[src/rtl/reg_write_sched_if.sv]
// Bundle between the requesters, the register file and the write-port scheduler.
// Handshake: a requester raises req with stable addr/data and keeps them until gnt; gnt is same-cycle and the file commits at the next edge.
interface reg_write_sched_if #(
   parameter int PW = 4,
   parameter int DW = 8
);
   logic          ld_req;
   logic [PW-1:0] ld_addr;
   logic [DW-1:0] ld_data;
   logic          ld_gnt;
   logic          alu_req;
   logic [PW-1:0] alu_addr;
   logic [DW-1:0] alu_data;
   logic          alu_gnt;
   logic          mv_req;
   logic [PW-1:0] mv_src;
   logic [PW-1:0] mv_dst;
   logic          mv_busy;
   logic          mv_done;
   logic          rf_rd_sel;
   logic [PW-1:0] rf_rd_addr;
   logic [DW-1:0] rf_rd_data;
   logic          rf_wr_en;
   logic [PW-1:0] rf_wr_addr;
   logic [DW-1:0] rf_wr_data;
   logic [1:0]    mv_state;   // move FSM state for observation

   modport slave (
      input  ld_req, ld_addr, ld_data, alu_req, alu_addr, alu_data,
      input  mv_req, mv_src, mv_dst, rf_rd_data,
      output ld_gnt, alu_gnt, mv_busy, mv_done, rf_rd_sel, rf_rd_addr,
      output rf_wr_en, rf_wr_addr, rf_wr_data, mv_state
   );

   modport master (
      output ld_req, ld_addr, ld_data, alu_req, alu_addr, alu_data,
      output mv_req, mv_src, mv_dst, rf_rd_data,
      input  ld_gnt, alu_gnt, mv_busy, mv_done, rf_rd_sel, rf_rd_addr,
      input  rf_wr_en, rf_wr_addr, rf_wr_data, mv_state
   );
endinterface

[src/rtl/reg_write_sched.sv]
// Single write-port arbiter for the register file: load, ALU and a register-move engine,
// with starvation counters that force-grant the ALU or a waiting move after MAX_WAIT denials.
module reg_write_sched #(
   parameter int PW       = 4,
   parameter int DW       = 8,
   parameter int MAX_WAIT = 4
) (
   input logic              clk,
   input logic              reset,
   reg_write_sched_if.slave bus
);

   typedef enum logic [1:0] {
      S_IDLE  = 2'd0,
      S_READ  = 2'd1,
      S_WRITE = 2'd2
   } state_e;

   localparam logic [3:0] MAX_WAIT_C = 4'(MAX_WAIT);

   state_e        state_q, state_d;
   logic [PW-1:0] src_q, src_d;
   logic [PW-1:0] dst_q, dst_d;
   logic [DW-1:0] hold_q, hold_d;
   logic [3:0]    alu_cnt_q, alu_cnt_d;
   logic [3:0]    mv_cnt_q, mv_cnt_d;

   logic          mv_wr_req;
   logic          alu_force;
   logic          mv_force;
   logic          ld_gnt;
   logic          alu_gnt;
   logic          mv_gnt;
   logic          mv_done;
   logic          rd_sel;
   logic [PW-1:0] rd_addr;
   logic          wr_en;
   logic [PW-1:0] wr_addr;
   logic [DW-1:0] wr_data;

   always_comb begin
      state_d   = state_q;
      src_d     = src_q;
      dst_d     = dst_q;
      hold_d    = hold_q;
      alu_cnt_d = alu_cnt_q;
      mv_cnt_d  = mv_cnt_q;
      ld_gnt    = 1'b0;
      alu_gnt   = 1'b0;
      mv_gnt    = 1'b0;
      mv_done   = 1'b0;
      rd_sel    = 1'b0;
      rd_addr   = '0;
      wr_en     = 1'b0;
      wr_addr   = '0;
      wr_data   = '0;

      mv_wr_req = (state_q == S_WRITE);
      alu_force = bus.alu_req && (alu_cnt_q == MAX_WAIT_C);
      mv_force  = mv_wr_req && (mv_cnt_q == MAX_WAIT_C);

      // Grants are suppressed during reset so an aborted move never writes.
      if (!reset) begin
         if (alu_force)        alu_gnt = 1'b1;
         else if (mv_force)    mv_gnt  = 1'b1;
         else if (bus.ld_req)  ld_gnt  = 1'b1;
         else if (bus.alu_req) alu_gnt = 1'b1;
         else if (mv_wr_req)   mv_gnt  = 1'b1;
      end

      if (ld_gnt) begin
         wr_en   = 1'b1;
         wr_addr = bus.ld_addr;
         wr_data = bus.ld_data;
      end else if (alu_gnt) begin
         wr_en   = 1'b1;
         wr_addr = bus.alu_addr;
         wr_data = bus.alu_data;
      end else if (mv_gnt) begin
         wr_en   = 1'b1;
         wr_addr = dst_q;
         wr_data = hold_q;
      end

      // Counters saturate so a requester stays forced if an even higher one wins.
      if (!bus.alu_req || alu_gnt)     alu_cnt_d = '0;
      else if (alu_cnt_q != MAX_WAIT_C) alu_cnt_d = alu_cnt_q + 4'd1;

      if (!mv_wr_req || mv_gnt)        mv_cnt_d = '0;
      else if (mv_cnt_q != MAX_WAIT_C) mv_cnt_d = mv_cnt_q + 4'd1;

      case (state_q)
         S_IDLE: begin
            if (bus.mv_req) begin
               src_d   = bus.mv_src;
               dst_d   = bus.mv_dst;
               state_d = S_READ;
            end
         end
         S_READ: begin
            rd_sel  = 1'b1;
            rd_addr = src_q;
            hold_d  = bus.rf_rd_data;
            if (src_q == dst_q) begin
               mv_done = !reset;
               state_d = S_IDLE;
            end else begin
               state_d = S_WRITE;
            end
         end
         S_WRITE: begin
            if (mv_gnt) begin
               mv_done = 1'b1;
               state_d = S_IDLE;
            end
         end
         default: state_d = S_IDLE;
      endcase
   end

   always_ff @(posedge clk) begin
      if (reset) begin
         state_q   <= S_IDLE;
         src_q     <= '0;
         dst_q     <= '0;
         hold_q    <= '0;
         alu_cnt_q <= '0;
         mv_cnt_q  <= '0;
      end else begin
         state_q   <= state_d;
         src_q     <= src_d;
         dst_q     <= dst_d;
         hold_q    <= hold_d;
         alu_cnt_q <= alu_cnt_d;
         mv_cnt_q  <= mv_cnt_d;
      end
   end

   assign bus.ld_gnt     = ld_gnt;
   assign bus.alu_gnt    = alu_gnt;
   assign bus.mv_busy    = (state_q != S_IDLE);
   assign bus.mv_done    = mv_done;
   assign bus.rf_rd_sel  = rd_sel;
   assign bus.rf_rd_addr = rd_addr;
   assign bus.rf_wr_en   = wr_en;
   assign bus.rf_wr_addr = wr_addr;
   assign bus.rf_wr_data = wr_data;
   assign bus.mv_state   = state_q;

endmodule
[src/flat_wrapper.sv]
// flat-port wrapper written by rule: the top's interface ports become plain ports
module reg_write_sched_flat 
#(
   parameter int PW       = 4,
   parameter int DW       = 8,
   parameter int MAX_WAIT = 4
)
  (clk, reset, bus_ld_req, bus_ld_addr, bus_ld_data, bus_alu_req, bus_alu_addr, bus_alu_data, bus_mv_req, bus_mv_src, bus_mv_dst, bus_rf_rd_data, bus_ld_gnt, bus_alu_gnt, bus_mv_busy, bus_mv_done, bus_rf_rd_sel, bus_rf_rd_addr, bus_rf_wr_en, bus_rf_wr_addr, bus_rf_wr_data, bus_mv_state);
  reg_write_sched_if #(.PW(PW), .DW(DW)) bus_i ();
  input logic clk;
  input logic reset;
  input wire logic [$bits(bus_i.ld_req)-1:0] bus_ld_req;
  input wire logic [$bits(bus_i.ld_addr)-1:0] bus_ld_addr;
  input wire logic [$bits(bus_i.ld_data)-1:0] bus_ld_data;
  input wire logic [$bits(bus_i.alu_req)-1:0] bus_alu_req;
  input wire logic [$bits(bus_i.alu_addr)-1:0] bus_alu_addr;
  input wire logic [$bits(bus_i.alu_data)-1:0] bus_alu_data;
  input wire logic [$bits(bus_i.mv_req)-1:0] bus_mv_req;
  input wire logic [$bits(bus_i.mv_src)-1:0] bus_mv_src;
  input wire logic [$bits(bus_i.mv_dst)-1:0] bus_mv_dst;
  input wire logic [$bits(bus_i.rf_rd_data)-1:0] bus_rf_rd_data;
  output wire logic [$bits(bus_i.ld_gnt)-1:0] bus_ld_gnt;
  output wire logic [$bits(bus_i.alu_gnt)-1:0] bus_alu_gnt;
  output wire logic [$bits(bus_i.mv_busy)-1:0] bus_mv_busy;
  output wire logic [$bits(bus_i.mv_done)-1:0] bus_mv_done;
  output wire logic [$bits(bus_i.rf_rd_sel)-1:0] bus_rf_rd_sel;
  output wire logic [$bits(bus_i.rf_rd_addr)-1:0] bus_rf_rd_addr;
  output wire logic [$bits(bus_i.rf_wr_en)-1:0] bus_rf_wr_en;
  output wire logic [$bits(bus_i.rf_wr_addr)-1:0] bus_rf_wr_addr;
  output wire logic [$bits(bus_i.rf_wr_data)-1:0] bus_rf_wr_data;
  output wire logic [$bits(bus_i.mv_state)-1:0] bus_mv_state;
  assign bus_i.ld_req = bus_ld_req;
  assign bus_i.ld_addr = bus_ld_addr;
  assign bus_i.ld_data = bus_ld_data;
  assign bus_i.alu_req = bus_alu_req;
  assign bus_i.alu_addr = bus_alu_addr;
  assign bus_i.alu_data = bus_alu_data;
  assign bus_i.mv_req = bus_mv_req;
  assign bus_i.mv_src = bus_mv_src;
  assign bus_i.mv_dst = bus_mv_dst;
  assign bus_i.rf_rd_data = bus_rf_rd_data;
  assign bus_ld_gnt = bus_i.ld_gnt;
  assign bus_alu_gnt = bus_i.alu_gnt;
  assign bus_mv_busy = bus_i.mv_busy;
  assign bus_mv_done = bus_i.mv_done;
  assign bus_rf_rd_sel = bus_i.rf_rd_sel;
  assign bus_rf_rd_addr = bus_i.rf_rd_addr;
  assign bus_rf_wr_en = bus_i.rf_wr_en;
  assign bus_rf_wr_addr = bus_i.rf_wr_addr;
  assign bus_rf_wr_data = bus_i.rf_wr_data;
  assign bus_mv_state = bus_i.mv_state;
  reg_write_sched #(.PW(PW), .DW(DW), .MAX_WAIT(MAX_WAIT)) u_core (.clk(clk), .reset(reset), .bus(bus_i));
endmodule
[config.mk]
export PLATFORM = sky130hd
export DESIGN_NAME = reg_write_sched_flat
export DESIGN_NICKNAME = d
export VERILOG_FILES = /design/src/rtl/reg_write_sched_if.sv /design/src/rtl/reg_write_sched.sv /design/src/flat_wrapper.sv
export SDC_FILE = /design/constraint.sdc
export NUM_CORES = 1
export LEC_CHECK = 0
export BUFFER_PORTS_ARGS = -buffer_cell sky130_fd_sc_hd__buf_2
export CAP_MARGIN = 5
export CORE_UTILIZATION = 46
export CTS_CLUSTER_DIAMETER = 150
export DETAILED_ROUTE_END_ITERATION = 8
export MAX_ROUTING_LAYER = met4
export PLACE_DENSITY = 0.82
export SLEW_MARGIN = 15
export SYNTH_ARGS = -nofsm -noshare
export SYNTH_HDL_FRONTEND = slang
export SYNTH_SLANG_ARGS = --single-unit
[constraint.sdc]
create_clock -name clk -period 2.1 [get_ports clk]
set_input_delay 0.21 -clock clk [delete_from_list [all_inputs] [get_ports clk]]
set_output_delay 0.21 -clock clk [all_outputs]
set_load 0.01 [all_outputs]
# After elaboration in Yosys (flattened, before gate mapping)
# Cells that the tools add are included.
# op_classes
n_reduce_logical	13
n_addsub	2
mux	32
n_eq_ne	9
# op_table
cell	count
$mux W8	3
$mux W1	20
$mux W4	4
$add A4 B1 Y4 const B	2
$eq A4 B3 Y1 const B	2
$ne A4 B3 Y1 const B	2
$mux W2	3
$pmux W2 S3	1
$eq A4 B4 Y1	1
$ne A2 B2 Y1 const B	2
$reduce_and A2 Y1	2
$reduce_or A2 Y1	2
$logic_not A1 Y1	3
$eq A2 B1 Y1 const B	1
$eq A2 B2 Y1 const B	1
$logic_and A1 B1 Y1	2
$logic_not A2 Y1	1
$logic_or A1 B1 Y1	2
$pmux W1 S2	1
$reduce_bool A2 Y1	1
# totals
wordCells	62
register_bits	26

# Logic depth before layout (Yosys ltp)
# Gate-level depths: netlist of run 1.
# depth
ltp_word	10
mapped_depth	7
depth_no_buf	6

# Worst setup path after synthesis of run 1
# Ideal clock, no wire load.
# synth_path
kind	register -> output
start	register u_core.state_q[0], in the netlist u_core.bus.mv_state[0]
end	output bus_rf_wr_addr[1]
setup_slack_ns	0.081
path_stages_with_launch	8
arrival_ns	1.809
cell_sequence	dfxtp_1 inv_1 ha_1 and4b_1 o21a_1 nor3b_2 buf_2 a221o_1
# synth_rtl
element	line_no	text
start: declaration	reg_write_sched.sv:21	state_e state_q, state_d;
start signal: assignment	reg_write_sched.sv:130	state_q <= state_d;
$eq A2 B2 Y1	reg_write_sched.sv:58	mv_wr_req = (state_q == S_WRITE);
$logic_and A1 B1 Y1	reg_write_sched.sv:60	mv_force = mv_wr_req && (mv_cnt_q == MAX_WAIT_C);
$mux W1	reg_write_sched.sv:65	else if (mv_force) mv_gnt = 1'b1;
$mux W1	reg_write_sched.sv:64	if (alu_force) alu_gnt = 1'b1;
$mux W1	reg_write_sched.sv:63	if (!reset) begin
named net bus_alu_gnt	flat_wrapper.sv:23	output wire logic [$bits(bus_i.alu_gnt)-1:0] bus_alu_gnt;
$mux W4	reg_write_sched.sv:75	end else if (alu_gnt) begin
$mux W4	reg_write_sched.sv:71	if (ld_gnt) begin
end: declaration	flat_wrapper.sv:29	output wire logic [$bits(bus_i.rf_wr_addr)-1:0] bus_rf_wr_addr;
# The timed path passes the listed nets, and every way through them passes these cells.

# Final worst setup path of run 1
# layout_path
start	register u_core.mv_cnt_q[0]
end	output bus_rf_wr_data[3]
# layout_between
elab_chain_len	8
# layout_rtl
element	line_no	text
start: declaration	reg_write_sched.sv:26	logic [3:0] mv_cnt_q, mv_cnt_d;
start signal: assignment	reg_write_sched.sv:135	mv_cnt_q <= mv_cnt_d;
$eq A4 B3 Y1 (*)	reg_write_sched.sv:60	
$logic_and A1 B1 Y1 (*)	reg_write_sched.sv:60	
$mux W1	reg_write_sched.sv:65	
$mux W1	reg_write_sched.sv:64	
$mux W1	reg_write_sched.sv:63	
$mux W8	reg_write_sched.sv:79	end else if (mv_gnt) begin
$mux W8	reg_write_sched.sv:75	
$mux W8 (*)	reg_write_sched.sv:71	
end: declaration	flat_wrapper.sv:30	output wire logic [$bits(bus_i.rf_wr_data)-1:0] bus_rf_wr_data;
# Mark *: on every way between the ends. The rest lies on a longest branch, timed or not.

==> results_dict.tcl, run 1 <==
set metrics [dict create \
    cts_tree "yes" \
    first_global_vias 1388 \
    first_iter_violations 95 \
    crit_chain "inv_2 > ha_4 > and3b_2 > a211oi_4 > nor3b_4 > a221o_1 > buf_2" \
    num_vias 1548 \
    filler_cell_count 248 \
    drive_above_1_share 0.459 \
    violations "negative setup slack" \
    leakage_nw 1.01 \
    slew_headroom 0.742 \
    num_antenna_cells 0 \
    holdPathStages 3 \
    post-place-ws_ns -0.105 \
    tightest_slew_ns 0.381 \
    max_cap_violations 0 \
    vias_per_cell 5.14 \
    maxSlewViolCount 0 \
    fmax_mhz 430 \
    cts_made_buffers 3 \
    critical_path.startpoint "u_core.mv_cnt_q[0]" \
    p_total_mw 1.21 \
    pwr_density_cell_mw_per_mm2 552 \
    syn_area_mm2 0.00152 \
    r2r-start "u_core.mv_cnt_q[0]" \
    grt_remaining_overflow 0 \
    fin_skew_ns 0.000902 \
    initial_core_util 0.493 \
    cp.arrival_ns 2.11 \
    synth.distinct_cells 33 \
    synth_edf_count 0 \
    syn_avg_cell_area_um2 8.72 \
    holdBufCountCts 0 \
    postSynthCellCount 174 \
    clock_latency_ns 0.33 \
    clock_tree.buffer_depth 2 \
    pin_count 69 \
    dr.pass1.iters 4 \
    die_h_um 59.4 \
    routedWlPerCell_um 13.7 \
    htree_levels 1 \
    hold_start "bus_rf_rd_data[6]" \
    crit_path_start_kind "flop" \
    status "finished, violations left" \
    syn-num-nets 226 \
    max_stage_delay_ns 0.38 \
    min_period_ns 2.32 \
    end_kind "primary output" \
    synthToLayoutAreaGrowth_pct 45.0 \
    tns_ns -2.80 \
    gp_congestion 0.834 \
    ys_warn_count 0 \
    cp.required_ns 1.89 \
    rsz0062_at_grt "true" \
    clock-sinks 26 \
    grt_pass1_wl_um 6420 \
    totalWireLength_um 4130 \
    worst-r2r-cell-count 8 \
    path_clk_slew_ns 0.15 \
    peakVddDrop_uv 341 \
    nets 310 \
    ys_ff_latch 26 \
    crit_path_max_fanout 7 \
    hold_viol 0 \
    grt_max_degree 23 \
    row_count 20 \
    setup_slack_ns -0.224 \
    cts-root-buf "clkbuf_4" \
    drc 0 \
    period_share 1.11 \
    setup_viol 14 \
    critPathKind "flop to primary output" \
    place_hpwl_um 2810 \
    cp_slowest_cell "a211oi_4" \
    hold_class "primary input to flop" \
    synthFlopType "dfxtp_1" \
    ant_nets 0 \
    seq_area_frac_synth 0.343 \
    port_buffers 68 \
    fin_hold_ws_ns 0.0982 \
    final_core_util 0.714 \
    antenna_found_initial 0 \
    async_flop_share 0 \
    core_mm2 0.00308 \
    track_usage 0.253 \
    design.die.area_mm2 0.00353 \
    die_x_um 59.4 \
]
[state kept, by name (all words and copies together) (netlist names)]
| name | flops |
|---|---|
| u_core.mv_cnt_q | 4 |
| u_core.hold_q | 8 |
| u_core.src_q | 4 |
| u_core.alu_cnt_q | 4 |
| u_core.dst_q | 4 |
| u_core.bus.mv_state | 2 |
[critical path, delay by kind of cell, from the launching register on]
family                     cells  cell delay, ns
buffers and inverters          2            0.20
AOI/OAI and AO/OA              2            0.72
DFF                            1            0.36
adders and majority gates      1            0.16
and+or+nand+nor                2            0.34
[synthesized netlist by cell type, types with 3 or more instances]
library cell	instances	area share
dfxtp_1	26	0.34
and2_1	16	0.066
nor2_1	15	0.037
a21oi_1	12	0.040
a221o_1	12	0.079
nand2_1	11	0.027
nand3_1	11	0.036
inv_1	10	0.025
mux2i_1	9	0.059
ha_1	7	0.058
xnor2_1	6	0.035
clkbuf_1	5	0.012
nand3b_1	5	0.025
buf_2	3	0.0099
o21ai_0	3	0.0099
[cell families (layout without fill, tap and decap cells)]
group / after synthesis / in the layout / synth area share
XOR/XNOR: 6 / 6 / 0.0347
flip-flops: 26 / 26 / 0.343
AO/OA/AOI/OAI: 35 / 35 / 0.186
buffers and inverters: 20 / 102 / 0.0569
multiplexers: 9 / 9 / 0.0594
adder cells (fa/ha/maj): 7 / 7 / 0.0578
AND/OR/NAND/NOR: 71 / 72 / 0.262
[per-layer routing]
layer / track usage / vias to the layer above / part of all wire
met3: 0.0306 / 7 / 0.045
met4: 0.105 / 0 / 0.022
li1: - / 784 / -
met2: 0.429 / 48 / 0.52
met1: 0.302 / 709 / 0.42
met5: - / - / 0
[what timing repair did]
| action | in CTS | in global routing |
|---|---|---|
| endpoints found under the setup margin | 16 | 16 |
| buffers inserted | 11 | 1 |
| gates resized for setup | 29 | 3 |
| pin swaps | 31 | 3 |
| gates cloned | 2 | 0 |
[path summary, 6_finish.rpt]
kind                            end  slack, ns
max reg2reg  u_core.bus.mv_state[0]       0.18
max               bus_rf_wr_data[3]      -0.22
min reg2reg         u_core.src_q[3]       0.49
min                u_core.hold_q[6]        0.1
[through the flow]
step / instance area, µm² / instances
6_report: 2200 / 301
3_3_place_gp: 1940 / 284
2_1_floorplan: 1520 / 174
5_1_grt: 2200 / 301
4_1_cts: 2170 / 300
3_5_place_dp: 1940 / 284
[cells in the final DEF (no fill, tap or decap), drive strengths merged, types with 4 or more instances in the layout]
cell    Yosys  layout
a221o      12      12
and2       16      16
ha          7       7
inv        10      10
nand3b      5       5
mux2i       9       9
nand2      11      11
nor3b       3       4
xnor2       6       6
nor2       15      15
dfxtp      26      26
nand3      11      11
a21oi      12      12
buf         5      88
[power by group]
group	total (mW)	switching, mW	internal (mW)
clock	0.354	0.161	0.193
combinational	0.308	0.154	0.154
sequential	0.551	0.0249	0.526
total	1.21	0.340	0.873
[final cells by class]
| class | instances | area, µm² | area share |
|---|---|---|---|
| inverters | 10 | 37.5 | 0.0171 |
| clock inverters | 1 | 30.0 | 0.0137 |
| clock buffers | 3 | 22.5 | 0.0102 |
| multi-input cells | 129 | 1010 | 0.458 |
| flip-flops and latches | 26 | 528 | 0.240 |
| repair buffers | 88 | 519 | 0.236 |
| well taps | 44 | 55.1 | 0.0250 |
Note: power is estimated with default switching activity, not from simulation.
==> run 2: changes to the inputs <==
--- a/config.mk
+++ b/config.mk
@@ -7,11 +7,11 @@
 export LEC_CHECK = 0
 export BUFFER_PORTS_ARGS = -buffer_cell sky130_fd_sc_hd__buf_2
 export CAP_MARGIN = 5
-export CORE_UTILIZATION = 46
+export CORE_UTILIZATION = 45
 export CTS_CLUSTER_DIAMETER = 150
 export DETAILED_ROUTE_END_ITERATION = 8
 export MAX_ROUTING_LAYER = met4
-export PLACE_DENSITY = 0.82
+export PLACE_DENSITY = 0.8
 export SLEW_MARGIN = 15
 export SYNTH_ARGS = -nofsm -noshare
 export SYNTH_HDL_FRONTEND = slang
==> run 2 against run 1 <==
  * The run still ends with negative setup slack left
  * Design area is 0.40% lower
  * Sequential share of layout area hardly changed
  * Global-route usage is 1.0 points higher
  * Critical endpoint is now bus_mv_done
  * Non-clock buffer count is 5 higher
  * Clock skew hardly changed
  * Via count is 5.2% higher
  * Critical path depth is 2 higher
  * Largest cell class unchanged
  * Clock power is 41% lower
  * Die area is 2.1% higher
  * Sequential power hardly changed
  * Register-to-register slack worse by 0.04 ns
  * Sequential cell count stayed put
==> results_dict.tcl, run 2 (synthesized netlist as in run 1, its figures left out) <==
set metrics [dict create \
    htree_levels 1 \
    synthToLayoutAreaGrowth_pct 44.4 \
    num_antenna_cells 0 \
    swShare 0.303 \
    drc 0 \
    gp_congestion 0.780 \
    final_core_util 0.700 \
    peakVddDrop_uv 293 \
    dpl_cell_area_mm2 0.00195 \
    clock-sinks 26 \
    port_buffers 68 \
    track_usage 0.264 \
    clock_latency_ns 0.32 \
    setup_slack_ns -0.224 \
    filler_cell_count 245 \
    grt_max_degree 21 \
    cp_top_family "buffers and inverters" \
    status "finished, violations left" \
    post-place-cells 286 \
    cts_tree "yes" \
    num_vias 1628 \
    dr.pass1.iters 4 \
    core_mm2 0.00313 \
    largest_register_ffs 8 \
    cts-root-buf "clkbuf_4" \
    crit_chain "inv_2 > ha_4 > and3b_2 > a211oi_4 > buf_6 > nor3b_4 > buf_4 > o21a_1 > buf_2" \
    p_total_mw 1.08 \
    path_clk_slew_ns 0.13 \
    pwr-share-seq 0.506 \
    initial_core_util 0.485 \
    cp.arrival_ns 2.11 \
    row_count 20 \
    critical_path_buf_inv_count 4 \
    drive_above_1_share 0.456 \
    grt_pass1_wl_um 6740 \
    p_sw_uw 328 \
    fmax_mhz 430 \
    tightest_slew_ns 0.443 \
    crit_path_max_fanout 7 \
    hold_class "primary input to flop" \
    holdBufCountCts 0 \
    pwr_density_cell_mw_per_mm2 495 \
    rsz0062_at_grt "true" \
    max_stage_delay_ns 0.36 \
    critPathKind "flop to primary output" \
    end_kind "primary output" \
    post-place-ws_ns -0.109 \
    top_register "u_core.hold_q" \
    min_period_ns 2.32 \
    p_clk_frac 0.193 \
    totalWireLength_um 4420 \
    fin_skew_ns 0.00101 \
    post-route-cell-area_mm2 0.00219 \
    pin_count 69 \
    crit_path_start_kind "flop" \
    ant_nets 0 \
    layout_commonest_cell "buf_2" \
    die_h_um 60.1 \
    cts_made_buffers 3 \
    cp.required_ns 1.89 \
    routedWlPerCell_um 14.5 \
    max_cap_violations 0 \
    die_x_um 60.1 \
    clock_tree.buffer_depth 2 \
    period_share 1.11 \
    design.die.area_mm2 0.00361 \
    vias_per_cell 5.34 \
    slew_headroom 0.701 \
    setup_viol 15 \
    tns_ns -2.86 \
    grt_remaining_overflow 0 \
    first_global_vias 1499 \
    cp_slowest_cell "dfxtp_2" \
    nets 315 \
    pwr-share-comb 0.301 \
    violations "negative setup slack" \
    final_cells 305 \
    fin_hold_ws_ns 0.118 \
    final_cell_mix "buf_2, buf_4, dfxtp_1" \
    maxSlewViolCount 0 \
    first_iter_violations 72 \
    place_hpwl_um 2860 \
    intPower_uw 756 \
    leakage_nw 1.01 \
    hold_viol 0 \
    antenna_found_initial 0 \
]
-- run 2: layer usage --
layer  GRT usage  wire (µm)  part of all wire
met1       0.309       1840              0.42
met2       0.449       2240              0.51
met4       0.133        129             0.029
met5           -          0                 0
met3      0.0216        208             0.047
-- run 2: repair_timing --
item,in CTS,in global routing
hold endpoints to repair,0,0
endpoints found under the setup margin,16,16
pin swaps,21,9
cloned,2,0
resized for setup,28,1
buffers inserted,12,2
-- run 2: area by class of cell --
type,instances,area [µm²],area share
multi-input combinational,129,990,0.452
timing repair buffer,93,558,0.255
sequential,26,527,0.241
tap,44,55.1,0.0251
inverter,10,37.5,0.0171
clock buffer,3,22.5,0.0103
-- run 2: power groups by stage --
stage / Combinational [mW] / Sequential [mW] / Clock (mW)
after global placement: 0.280 / 0.556 / 0
final: 0.326 / 0.549 / 0.210
after CTS: 0.319 / 0.548 / 0.214
after floorplan: 0.169 / 0.555 / 0
after global routing: 0.354 / 0.553 / 0.236
after detailed placement: 0.285 / 0.557 / 0
-- run 2: tightest hold or removal path: stages --
cell     delay [ns]
buf_2          0.08
mux2i_1        0.06
nor2_1         0.07
-- run 2: worst paths after layout --
kind | startpoint | end | slack [ns] | depth (start not counted)
worst max-delay path | u_core.mv_cnt_q[0] | bus_mv_done | -0.22 | 9
worst min-delay path | bus_rf_rd_data[3] | u_core.hold_q[3] | 0.12 | 3
worst max register to register | u_core.mv_cnt_q[0] | u_core.bus.mv_state[0] | 0.14 | 9
worst min register to register | u_core.src_q[2] | u_core.src_q[2] | 0.48 | 2
==> run 3: changes to the inputs <==
--- a/config.mk
+++ b/config.mk
@@ -11,7 +11,7 @@
 export CTS_CLUSTER_DIAMETER = 150
 export DETAILED_ROUTE_END_ITERATION = 8
 export MAX_ROUTING_LAYER = met4
-export PLACE_DENSITY = 0.8
+export PLACE_DENSITY = 0.86
 export SLEW_MARGIN = 15
 export SYNTH_ARGS = -nofsm -noshare
 export SYNTH_HDL_FRONTEND = slang
==> run 3 against run 2 <==
  * The flow still finishes with violations (negative setup slack)
  * Combinational power rose by 4%
  * Worst setup slack got worse by 0.086 ns
  * Design area rose by 3.5%
  * Critical endpoint is now bus_rf_wr_addr[2]
  * Worst hold slack got worse by 0.0070 ns
  * Sequential power barely moved
  * Via count rose by 3.3%
  * Cell count rose by 2.6%
  * Wire length rose by 7.6%
  * Fmax fell by 3.6%
  * Highest routed layer unchanged
==> results_dict.tcl, run 3 (synthesized netlist as in run 1, its figures left out) <==
set metrics [dict create \
    violations "negative setup slack" \
    vias_per_cell 5.37 \
    cp.required_ns 1.89 \
    die_x_um 60.1 \
    tightest_slew_ns 0.606 \
    first_global_vias 1583 \
    setup_slack_ns -0.310 \
    cp_top_family "compound AO/OA/AOI/OAI gates" \
    cts_tree "yes" \
    max_stage_delay_ns 0.37 \
    clock_tree.buffer_depth 2 \
    crit_chain "inv_2 > ha_4 > and3b_2 > a211oi_4 > buf_6 > nor3b_4 > buf_6 > a221o_1 > buf_2" \
    track_usage 0.259 \
    fin_hold_ws_ns 0.111 \
    filler_cell_count 236 \
    routedWlPerCell_um 15.2 \
    hold_viol 0 \
    final_core_util 0.725 \
    die_h_um 60.1 \
    initial_core_util 0.485 \
    final_cell_mix "buf_2, buf_4, dfxtp_1" \
    num_antenna_cells 0 \
    end_kind "primary output" \
    antenna_found_initial 0 \
    core_mm2 0.00313 \
    pwr_density_cell_mw_per_mm2 544 \
    setup_viol 15 \
    clock-sinks 26 \
    critical_path.most_common_cell "buf_6" \
    first_iter_violations 54 \
    drc 0 \
    path_clk_slew_ns 0.15 \
    grt_remaining_overflow 0 \
    dr.pass1.iters 4 \
    gp_congestion 0.801 \
    htree_levels 1 \
    fmax_mhz 415 \
    critPathKind "flop to primary output" \
    cts_made_buffers 3 \
    slew_headroom 0.596 \
    crit_path_start_kind "flop" \
    rsz0062_at_grt "true" \
    num_vias 1681 \
    max_cap_violations 0 \
    totalWireLength_um 4750 \
    holdBufCountCts 0 \
    period_share 1.15 \
    nets 322 \
    hold_class "primary input to flop" \
    largest_register_ffs 8 \
    clock_latency_ns 0.33 \
    critical_path_buf_inv_count 4 \
    crit_path_max_fanout 6 \
    top_register "u_core.hold_q" \
    fin_skew_ns 0.0111 \
    cp_slowest_cell "dfxtp_2" \
    layout_commonest_cell "buf_2" \
    cts-root-buf "clkbuf_4" \
    cp.arrival_ns 2.20 \
    leakage_nw 1.06 \
    grt_pass1_wl_um 6670 \
    row_count 20 \
    place_hpwl_um 2810 \
    maxSlewViolCount 0 \
    status "finished, violations left" \
    ant_nets 0 \
    port_buffers 68 \
    post-place-ws_ns -0.173 \
    min_period_ns 2.41 \
    ff2ff_setup_slack_ns 0.20 \
    design.die.area_mm2 0.00361 \
    grt_max_degree 30 \
    peakVddDrop_uv 359 \
    drive_above_1_share 0.476 \
    synthToLayoutAreaGrowth_pct 49.5 \
    pin_count 69 \
]
## run 3: report_power, final
group | internal, mW | switching, mW
clock | 0.193 | 0.155
sequential | 0.525 | 0.0226
combinational | 0.170 | 0.168
total | 0.888 | 0.346
## run 3: worst paths after layout
check                           from                     end  depth (start not counted)
setup / recovery  u_core.mv_cnt_q[0]       bus_rf_wr_addr[2]                          9
hold / removal         bus_mv_dst[3]         u_core.dst_q[3]                          3
setup reg to reg  u_core.mv_cnt_q[0]  u_core.bus.mv_state[0]                          9
hold reg to reg      u_core.src_q[0]         u_core.src_q[0]                          2
## run 3: timing repair
action,CTS,global route
pin swaps,17,6
resized for setup,27,4
setup buffers,15,7
setup endpoints to repair,16,16
gates cloned,2,0
## run 3: metrics by stage
| step | area (µm²) | TNS [ns] | instances | total power, mW |
|---|---|---|---|---|
| after global placement | 1930 | -0.707 | 285 | 0.830 |
| after CTS | 2200 | -2.66 | 306 | 1.20 |
| after floorplan | 1520 | 0 | 174 | 0.723 |
| after detailed placement | 1930 | -2.15 | 285 | 0.836 |
| final | 2270 | -3.71 | 313 | 1.23 |
| after global routing | 2270 | -4.74 | 313 | 1.28 |
## run 3: metal layers
| layer | part of all wire | global-route usage |
|---|---|---|
| met5 | 0 | - |
| met4 | 0.030 | 0.156 |
| met3 | 0.043 | 0.0260 |
| met2 | 0.52 | 0.468 |
| met1 | 0.41 | 0.269 |
## run 3: area by class of cell
type                    instances  area [µm²]  share of cell area
repair buffers                100         604               0.267
flip-flops and latches         26         527               0.232
clock inverters                 1        30.0              0.0132
inverters                      10        37.5              0.0166
well taps                      44        55.1              0.0243
clock buffers                   3        22.5             0.00993
multi-input cells             129         991               0.437
## run 3: worst register-to-register path: stages (launching register included)
cell      delay [ns]
dfxtp_2         0.36
inv_2           0.07
ha_4            0.14
buf_4           0.10
buf_4           0.09
buf_4           0.10
nand2b_1        0.08
o41ai_1         0.46
o21ai_0         0.17
a221oi_1        0.27
